--- src/rtl/filter_read_ptr_ctrl_pkg.sv ---
// Shared definitions for the filter scratchpad read path: address geometry
// and the read-pointer controller state encoding.
package filter_read_ptr_ctrl_pkg;

    localparam int ADDR_WIDTH = 8;
    localparam int DEPTH      = 256;
    localparam int CNT_WIDTH  = 8;

    typedef enum logic [1:0] {
        ST_IDLE = 2'd0,
        ST_READ = 2'd1,
        ST_DONE = 2'd2
    } rd_state_t;

endpackage

--- src/rtl/filter_read_ptr_ctrl_circ_addr_incr.sv ---
// Combinational circular address increment: wraps DEPTH-1 back to 0.
// Also usable by the write-side pointer logic.
module filter_read_ptr_ctrl_circ_addr_incr #(
    parameter int ADDR_WIDTH = filter_read_ptr_ctrl_pkg::ADDR_WIDTH,
    parameter int DEPTH      = filter_read_ptr_ctrl_pkg::DEPTH
) (
    input  logic [ADDR_WIDTH-1:0] addr,
    output logic [ADDR_WIDTH-1:0] next_addr
);

    // Wrap at the buffer depth rather than at the address-width boundary
    always_comb begin
        next_addr = addr;
        if (addr == ADDR_WIDTH'(DEPTH - 1)) begin
            next_addr = ADDR_WIDTH'(0);
        end else begin
            next_addr = addr + ADDR_WIDTH'(1);
        end
    end

endmodule

--- src/rtl/filter_read_ptr_ctrl.sv ---
// Read-pointer controller: walks read_addr over a circular window of the filter
// scratchpad, replaying the window once per pass, with rd_ready back-pressure.
module filter_read_ptr_ctrl
    import filter_read_ptr_ctrl_pkg::*;
#(
    parameter int ADDR_WIDTH = filter_read_ptr_ctrl_pkg::ADDR_WIDTH,
    parameter int DEPTH      = filter_read_ptr_ctrl_pkg::DEPTH,
    parameter int CNT_WIDTH  = filter_read_ptr_ctrl_pkg::CNT_WIDTH
) (
    input  logic                  clk,
    input  logic                  rst,
    input  logic                  start,
    input  logic [ADDR_WIDTH-1:0] start_ptr_in,
    input  logic [ADDR_WIDTH-1:0] end_ptr_in,
    input  logic [CNT_WIDTH-1:0]  reuse_cnt,
    input  logic                  rd_ready,
    output logic [ADDR_WIDTH-1:0] read_addr,
    output logic                  read_en,
    output logic [ADDR_WIDTH-1:0] end_ptr,
    output logic                  ep_valid,
    output logic                  busy,
    output logic                  done
);

    rd_state_t             state_r;
    rd_state_t             state_nxt_s;
    logic [ADDR_WIDTH-1:0] read_addr_r;
    logic [ADDR_WIDTH-1:0] end_ptr_r;
    logic [ADDR_WIDTH-1:0] start_ptr_r;
    logic [CNT_WIDTH-1:0]  pass_r;
    logic [CNT_WIDTH-1:0]  passes_r;
    logic                  busy_r;
    logic                  done_r;
    logic [ADDR_WIDTH-1:0] addr_incr_s;
    logic                  read_en_s;
    logic                  last_elem_s;
    logic                  final_read_s;

    filter_read_ptr_ctrl_circ_addr_incr #(
        .ADDR_WIDTH (ADDR_WIDTH),
        .DEPTH      (DEPTH)
    ) u_addr_incr (
        .addr      (read_addr_r),
        .next_addr (addr_incr_s)
    );

    assign read_en_s    = (state_r == ST_READ) && rd_ready;
    assign last_elem_s  = read_en_s && (read_addr_r == end_ptr_r);
    assign final_read_s = last_elem_s && (pass_r == (passes_r - CNT_WIDTH'(1)));

    // State register
    always_ff @(posedge clk or posedge rst) begin
        if (rst) begin
            state_r <= ST_IDLE;
        end else begin
            state_r <= state_nxt_s;
        end
    end

    // Next-state logic
    always_comb begin
        state_nxt_s = state_r;
        case (state_r)
            ST_IDLE: begin
                if (start) begin
                    state_nxt_s = ST_READ;
                end else begin
                    state_nxt_s = ST_IDLE;
                end
            end
            ST_READ: begin
                if (final_read_s) begin
                    state_nxt_s = ST_DONE;
                end else begin
                    state_nxt_s = ST_READ;
                end
            end
            ST_DONE: state_nxt_s = ST_IDLE;
            default: state_nxt_s = ST_IDLE;
        endcase
    end

    // Window latch, address walk and pass counting; the final read leaves read_addr on end_ptr
    always_ff @(posedge clk or posedge rst) begin
        if (rst) begin
            read_addr_r <= ADDR_WIDTH'(0);
            end_ptr_r   <= ADDR_WIDTH'(0);
            start_ptr_r <= ADDR_WIDTH'(0);
            pass_r      <= CNT_WIDTH'(0);
            passes_r    <= CNT_WIDTH'(0);
        end else begin
            case (state_r)
                ST_IDLE: begin
                    if (start) begin
                        start_ptr_r <= start_ptr_in;
                        end_ptr_r   <= end_ptr_in;
                        read_addr_r <= start_ptr_in;
                        pass_r      <= CNT_WIDTH'(0);
                        passes_r    <= (reuse_cnt == CNT_WIDTH'(0)) ? CNT_WIDTH'(1) : reuse_cnt;
                    end
                end
                ST_READ: begin
                    if (last_elem_s && !final_read_s) begin
                        read_addr_r <= start_ptr_r;
                        pass_r      <= pass_r + CNT_WIDTH'(1);
                    end else if (read_en_s && !last_elem_s) begin
                        read_addr_r <= addr_incr_s;
                    end
                end
                ST_DONE: begin
                    read_addr_r <= read_addr_r;
                end
                default: begin
                    read_addr_r <= read_addr_r;
                end
            endcase
        end
    end

    // Registered status flags, aligned with the state they describe
    always_ff @(posedge clk or posedge rst) begin
        if (rst) begin
            busy_r <= 1'b0;
            done_r <= 1'b0;
        end else begin
            busy_r <= (state_nxt_s == ST_READ);
            done_r <= (state_nxt_s == ST_DONE);
        end
    end

    assign read_addr = read_addr_r;
    assign end_ptr   = end_ptr_r;
    assign read_en   = read_en_s;
    assign ep_valid  = read_en_s;
    assign busy      = busy_r;
    assign done      = done_r;

endmodule

--- config.mk ---
export PLATFORM = sky130hd
export DESIGN_NAME = filter_read_ptr_ctrl
export DESIGN_NICKNAME = d
export VERILOG_FILES = /design/src/rtl/filter_read_ptr_ctrl_pkg.sv /design/src/rtl/filter_read_ptr_ctrl_circ_addr_incr.sv /design/src/rtl/filter_read_ptr_ctrl.sv
export SDC_FILE = /design/constraint.sdc
export NUM_CORES = 1
export LEC_CHECK = 0
export ABC_AREA = 1
export CORE_MARGIN = 2
export CORE_UTILIZATION = 45
export DETAILED_ROUTE_END_ITERATION = 12
export GPL_ROUTABILITY_DRIVEN = 0
export HOLD_SLACK_MARGIN = 0.02
export PLACE_DENSITY_LB_ADDON = 0.3
export REMOVE_ABC_BUFFERS = 1
export SYNTH_ARGS = -nofsm -noshare
export SYNTH_HDL_FRONTEND = slang
export SYNTH_SLANG_ARGS = --single-unit
--- constraint.sdc ---
create_clock -name clk -period 2.43 [get_ports clk]
set_clock_uncertainty 0.1 [all_clocks]
set_input_delay 0.243 -clock clk [delete_from_list [all_inputs] [get_ports clk]]
set_output_delay 0.243 -clock clk [all_outputs]
set_load 0.05 [all_outputs]
==> results of run 1 <==
## metal layers
layer,global-route usage (%),share of wire (%)
met1,26.7,44
met5,0,0
met2,35.9,52
met3,2.47,3.2
met4,5.59,0.71
## logic make-up after synthesis
| kind of cell | Yosys count | synth area share [%] |
|---|---|---|
| compound gates | 18 | 3.43 |
| xor+xnor | 21 | 7.00 |
| fa+ha+maj | 3 | 1.43 |
| buf+inv | 45 | 7.38 |
| flops | 44 | 41.9 |
| mux | 17 | 7.28 |
| simple gates | 182 | 31.6 |
## registers in the layout, summed over array words and instances (netlist names)
| signal | flops |
|---|---|
| start_ptr_r | 8 |
| done | 1 |
| read_addr | 8 |
| busy | 1 |
| passes_r | 8 |
| pass_r | 8 |
| end_ptr | 8 |
| state_r | 2 |
## layout by cell type (no fill, tap or decap), types with 4 or more instances in the layout
cell	instances
o21ai_1	4
dfrtp_1	44
xor2_1	7
o21ai_0	10
nand2_1	85
a21oi_1	4
nand3_1	46
nor3_1	8
xnor2_1	14
clkdlybuf4s50_1	45
nor2_1	23
inv_1	30
clkbuf_8	6
buf_4	9
mux2_2	17
nand2_2	4
## where the power goes
group	switching, mW	leakage (nW)	internal [mW]
Sequential	0.143	0.552	0.852
Clock	0.234	0.0455	0.232
Combinational	0.665	0.955	0.455
Total	1.04	1.55	1.54
## layout make-up
cell class	instances	area, um2	share of cell area (%)
Clock buffer	8	90.1	2.71
Inverter	32	120	3.62
Multi-Input combinational cell	241	1340	40.3
Sequential cell	44	1100	33.2
Tap cell	72	90.1	2.71
Timing Repair Buffer	57	578	17.4
## final timing paths
kind                       depth (start not counted)                    endpoint  slack [ns]
min in group clk                                   1  start_ptr_r[1]$_DFFE_PP0P_        0.41
max reg2reg                                       15       pass_r[3]$_DFFE_PP0P_        0.20
min reg2reg                                        1  start_ptr_r[1]$_DFFE_PP0P_        0.41
max                                               15       pass_r[3]$_DFFE_PP0P_        0.20
max in group asynchronous                          3      end_ptr[5]$_DFFE_PP0P_        1.47
min                                                2              busy$_DFF_PP0_        0.23
## stage by stage
| step | hold slack [ns] | std cells | instance area, um2 |
|---|---|---|---|
| final | 0.227 | 454 | 3320 |
| after global routing | 0.272 | 454 | 3320 |
| after CTS | 0.253 | 454 | 3310 |
| after detailed placement | 0.398 | 446 | 3220 |
| after global placement | 0.398 | 446 | 3220 |
| after floorplan | 0.294 | 317 | 2550 |
## worst reg2reg max path: cells and delay by family (launching register included)
family          cells  cell delay [ns]
flops               1             0.41
fa+ha+maj           1             0.18
buf+inv             2             0.28
compound gates      1             0.07
simple gates       11             1.10
## repair_timing
action	CTS	global route
resized for setup	0	1
setup endpoints to repair	0	9
hold buffers	0	0
==> summary.md, run 1 <==
| Metric | Value |
|---|---|
| Outcome | `finished clean` |
| Final worst path period share | `91.9%` |
| Syn Area/Cell | `7.97 um2` |
| Setup crit start kind | `flop` |
| Initial antenna violation count | `0` |
| Num ports | `48` |
| Hold Vio Cnt, Final | `0` |
| Full die area | `0.00647 mm2` |
| First-pass GRT wire length | `10400 um` |
| Setup violators final | `0` |
| Synthesized instance count | `330` |
| Synth top cells by count | `85 x nand2_1, 46 x nand3_1, 44 x dfrtp_1` |
| Ys flop type | `dfrtp_1` |
| Cell taking the most area after synthesis | `dfrtp_1` |
| Max_cap viols | `0` |
| Max Transition Viols Final | `0` |
| CTS clk-pin slew, worst paths | `0.08 ns` |
| Post-CTS Setup Inserts | `0` |
| LEAKAGE | `1.55 nW` |
| H-tree Lvls | `2` |
| Unique cell type count in the Yosys netlist | `29` |
| Pin count of the biggest net entering global routing | `24` |
| Drt first pass iters | `4` |
| Min Tclk post-route | `2.23 ns` |
| Core Box Area | `0.00557 mm2` |
| Slew @ Worst Pin | `0.847 ns` |
| Clk_lat worst skew | `0.29 ns` |
| DRC Markers | `0` |
| Fmax | `448 MHz` |
| Vias | `2324` |
| Share of cells above drive strength 1 | `13.4%` |
| Total grt overflow | `0` |
| Yosys warns | `0` |
| Async S/R FF share, synth | `100%` |
| Reg2reg start | `passes_r[0]$_DFFE_PP0P_` |
| Util after Layout | `59.5%` |
| Max IR drop VDD | `0.558 mV` |
| CP max-delay cell | `dfrtp_1` |
| Cts bufs inserted | `5` |
| Cell Chain, Critical Path | `inv_1, ha_1, nand2_1, nor2_1, nand2_1, nand2_1, nand2_1, nor2_2, nand2_2, nand2_4, nand2_2, nand2_4, buf_4, nand2_1, o21ai_1` |
| Syn Std Cell Area | `0.00263 mm2` |
| Pwr Density | `778 mW/mm2` |
| Fin Setup TNS | `0 ns` |
| Die height | `80.4 um` |
| Crit-path max cell delay | `0.41 ns` |
| Worst Path Max Fanout | `11` |
| Most frequent cell after synthesis | `nand2_1` |
| RSZ-0062 raised after global routing | `no` |
| Crit-path leading delay family | `simple AND/OR/NAND/NOR gates` |
| Initial Utilization | `47.2%` |
| Seq/Total Area, Yosys | `41.9%` |
| Ant. Diodes | `0` |
| Worst EP arrival | `2.34 ns` |
| CTS sink count | `44` |
| Fin nets | `412` |
| Total GRT Usage | `20.5%` |
| Crit path capture type | `flop` |
| Area grow syn2layout | `26.2%` |
| Post-DP HPWL | `4700 um` |
| Worst Setup Path Type | `reg2reg` |
| Top area cells in the synthesized netlist | `dfrtp_1 42%, nand2_1 12%, nand3_1 8.8%, mux2_2 7.3%, xnor2_1 4.7%` |
| Vias per inst | `5.12` |
| Yosys reg bits | `44` |
| Fillcell total | `509` |
| Clock Tree Root | `clkbuf_8` |
| Final antenna-violating net count | `0` |
| CTS tree | `yes` |
| Port bufs | `47` |
| Final wirelength | `6040 um` |
| WL/cell | `13.3 um` |
| EDFF count, synth | `0` |
| Worst Path Required | `2.54 ns` |
| Final total power | `2.58 mW` |
| Number of global-route vias before repair | `2308` |
| Worst path most repeated cell | `nand2_1` |
| Die W | `80.4 um` |
| Slew headroom | `43.2%` |
| Pre-CTS setup slack | `0.229 ns` |
| Area share of the largest cell type after synthesis | `41.9%` |
| Crit path from | `passes_r[0]$_DFFE_PP0P_` |
| CP bufs+invs | `2` |
| HP Class | `in2async` |
| Final worst slack | `0.197 ns` |
| Row count | `27` |
| Iteration-0 DRC Markers | `179` |
| Clock tree buffer depth | `2` |
Note: power is estimated with default switching activity, not from simulation.
==> inputs of run 2 (changes only) <==
CELL_PAD_IN_SITES_DETAIL_PLACEMENT = 0   (was not set)
CELL_PAD_IN_SITES_GLOBAL_PLACEMENT = 2   (was not set)
CORE_UTILIZATION = 30   (was 45)
SLEW_MARGIN = 10   (was not set)
==> run 2 against run 1 <==
Sequential power down 0.5%. Register-to-register slack gained 0.11 ns. Via count shrank 1.9%. Highest routed layer unchanged. Global-route usage down 6.0 points. Critical endpoint is now read_addr[5]$_DFFE_PP0P_. Combinational power hardly changed.
==> summary.md, run 2 (same netlist as run 1, synthesis figures left out) <==
| Metric | Value |
|---|---|
| Outcome | `finished clean` |
| Hold WS | `0.137 ns (-0.0895 ns)` |
| Crit path capture type | `flop` |
| LEAKAGE | `1.57 nW (+1.5%)` |
| Total GRT Usage | `14.5% (-6.0 points)` |
| Setup violators final | `0 (unchanged)` |
| Pwr Density | `807 mW/mm2 (+3.7%)` |
| Pin count of the biggest net entering global routing | `32 (+33%)` |
| Pre-CTS setup slack | `0.247 ns (+0.0184 ns)` |
| First-pass GRT wire length | `11300 um (+8.2%)` |
| Most common cell after layout, fill and taps aside | `nand2_1` |
| Slew headroom | `65.5% (+22 points)` |
| Fmax | `472 MHz (+5.3%)` |
| Hold Vio Cnt, Final | `0 (unchanged)` |
| Ant. Diodes | `0 (unchanged)` |
| Clock Tree Root | `clkbuf_8` |
| Full die area | `0.00953 mm2 (+47%)` |
| Port bufs | `47 (unchanged)` |
| Final antenna-violating net count | `0 (unchanged)` |
| Fin nets | `414 (+0.49%)` |
| Total grt overflow | `0 (unchanged)` |
| Final worst path period share | `87.3% (-4.6 points)` |
| Switching Fraction | `39.7% (-0.74 points)` |
| DRC Markers | `0 (unchanged)` |
| Post-CTS Setup Inserts | `0 (unchanged)` |
| Die W | `97.6 um (+21%)` |
| CTS sink count | `44 (unchanged)` |
| HP Class | `in2async` |
| Crit path from | `passes_r[0]$_DFFE_PP0P_` |
| Core Box Area | `0.00859 mm2 (+54%)` |
| CTS clk-pin slew, worst paths | `0.09 ns (about the same)` |
| CTS tree | `yes` |
| Worst EP arrival | `2.25 ns (-0.09 ns)` |
| Clock group share of total power | `22.0% (+3.9 points)` |
| Num ports | `48 (unchanged)` |
| Final wirelength | `6610 um (+9.4%)` |
| P_sw | `1.09 mW (+4.2%)` |
| Worst Path Max Fanout | `9 (-2)` |
| Fin Setup TNS | `0 ns (unchanged)` |
| Iteration-0 DRC Markers | `101 (-44%)` |
| Hold-fix buffers, CTS | `0 (unchanged)` |
| Row count | `34 (+26%)` |
| Final worst slack | `0.310 ns (+0.113 ns)` |
| Max IR drop VDD | `0.562 mV (+0.68%)` |
| P_int | `1.65 mW (+7.5%)` |
| Area grow syn2layout | `29.2%` |
| Clk_lat worst skew | `0.30 ns (about the same)` |
| Clock tree buffer depth | `2 (unchanged)` |
| Initial Utilization | `30.6% (-17 points)` |
| Vias per inst | `4.64 (-9.4%)` |
| Setup crit start kind | `flop` |
| H-tree Lvls | `2 (unchanged)` |
| Commonest cells after routing, fill and taps aside | `85 x nand2_1, 46 x nand3_1, 45 x clkdlybuf4s50_1` |
| Reg2reg start | `passes_r[0]$_DFFE_PP0P_` |
| Worst Setup Path Type | `reg2reg` |
| Initial antenna violation count | `0 (unchanged)` |
| Min Tclk post-route | `2.12 ns (-0.113 ns)` |
| Logic pwr share | `41.9% (-1.5 points)` |
| Slew @ Worst Pin | `0.515 ns (-0.331 ns)` |
| Drt first pass iters | `6 (+2)` |
| Share of cells above drive strength 1 | `14.8% (+1.5 points)` |
| Util after Layout | `39.5% (-20 points)` |
| WL/cell | `13.4 um (+0.97%)` |
| Post-DP HPWL | `5130 um (+9.0%)` |
| Register share of total power | `36.1% (-2.4 points)` |
| Fin area | `0.00340 mm2 (+2.4%)` |
| RSZ-0062 raised after global routing | `no` |
| Number of global-route vias before repair | `2263 (-1.9%)` |
| Max_cap viols | `0 (unchanged)` |
| Max Transition Viols Final | `0 (unchanged)` |
| Vias | `2281 (-1.9%)` |
| Die height | `97.6 um (+21%)` |
| Cts bufs inserted | `5 (unchanged)` |
| Area post-placement | `0.00327 mm2 (+1.5%)` |
| Worst Path Required | `2.56 ns (+0.02 ns)` |
[run 2: final timing paths]
kind | end | slack, ns | depth (start not counted)
min in group clk | start_ptr_r[0]$_DFFE_PP0P_ | 0.41 | 1
worst max-delay path | read_addr[5]$_DFFE_PP0P_ | 0.31 | 15
max in group asynchronous | read_addr[5]$_DFFE_PP0P_ | 1.53 | 3
worst min-delay path | busy$_DFF_PP0_ | 0.14 | 2
worst max register to register | read_addr[5]$_DFFE_PP0P_ | 0.31 | 15
worst min register to register | start_ptr_r[0]$_DFFE_PP0P_ | 0.41 | 1
[run 2: final cells by class]
| class | count | area, um2 |
|---|---|---|
| repair buffers | 59 | 581 |
| inverters | 32 | 120 |
| flip-flops and latches | 44 | 1100 |
| clock buffers | 6 | 82.6 |
| multi-input cells | 241 | 1340 |
| well taps | 108 | 135 |
| fillers | 900 | 5200 |
| clock inverters | 2 | 38.8 |
[run 2: power by group through the flow]
| stage | clock [mW] | sequential (mW) | combinational [mW] |
|---|---|---|---|
| 4_1_cts | 0.624 | 0.993 | 1.17 |
| 6_report | 0.603 | 0.990 | 1.15 |
| 3_3_place_gp | 0 | 1.00 | 1.16 |
| 5_1_grt | 0.653 | 1.01 | 1.28 |
| 2_1_floorplan | 0 | 1.24 | 0.495 |
| 3_5_place_dp | 0 | 1.00 | 1.16 |
[run 2: per-layer routing]
layer	up-vias	GRT usage [%]	share of wire [%]
met2	33	24.9	50
met1	1086	19.0	47
met5	-	0	0
met3	2	2.88	3.1
li1	1160	-	-
met4	0	3.21	0.51
[run 2: repair_timing]
item | in CTS | in global routing
setup endpoints to repair | 0 | 1
resized for setup | 0 | 1
endpoints found under the hold margin | 0 | 0
[run 2: worst max-delay path: stages, from the launching register on]
cell	delay, ns
dfrtp_1	0.40
inv_1	0.08
ha_1	0.16
nand2_1	0.09
nor2_1	0.14
nand2_1	0.07
nand2_1	0.06
nand2_1	0.06
nor2_2	0.13
nand2_2	0.09
nand2_4	0.11
nand2_2	0.07
nand2_2	0.15
buf_4	0.19
nand3_1	0.08
nand2_1	0.08
[run 2: through the flow]
step,std cells,total power [mW]
3_3_place_gp,484,2.17
2_1_floorplan,317,1.73
6_report,492,2.74
3_5_place_dp,484,2.16
5_1_grt,492,2.94
4_1_cts,492,2.78
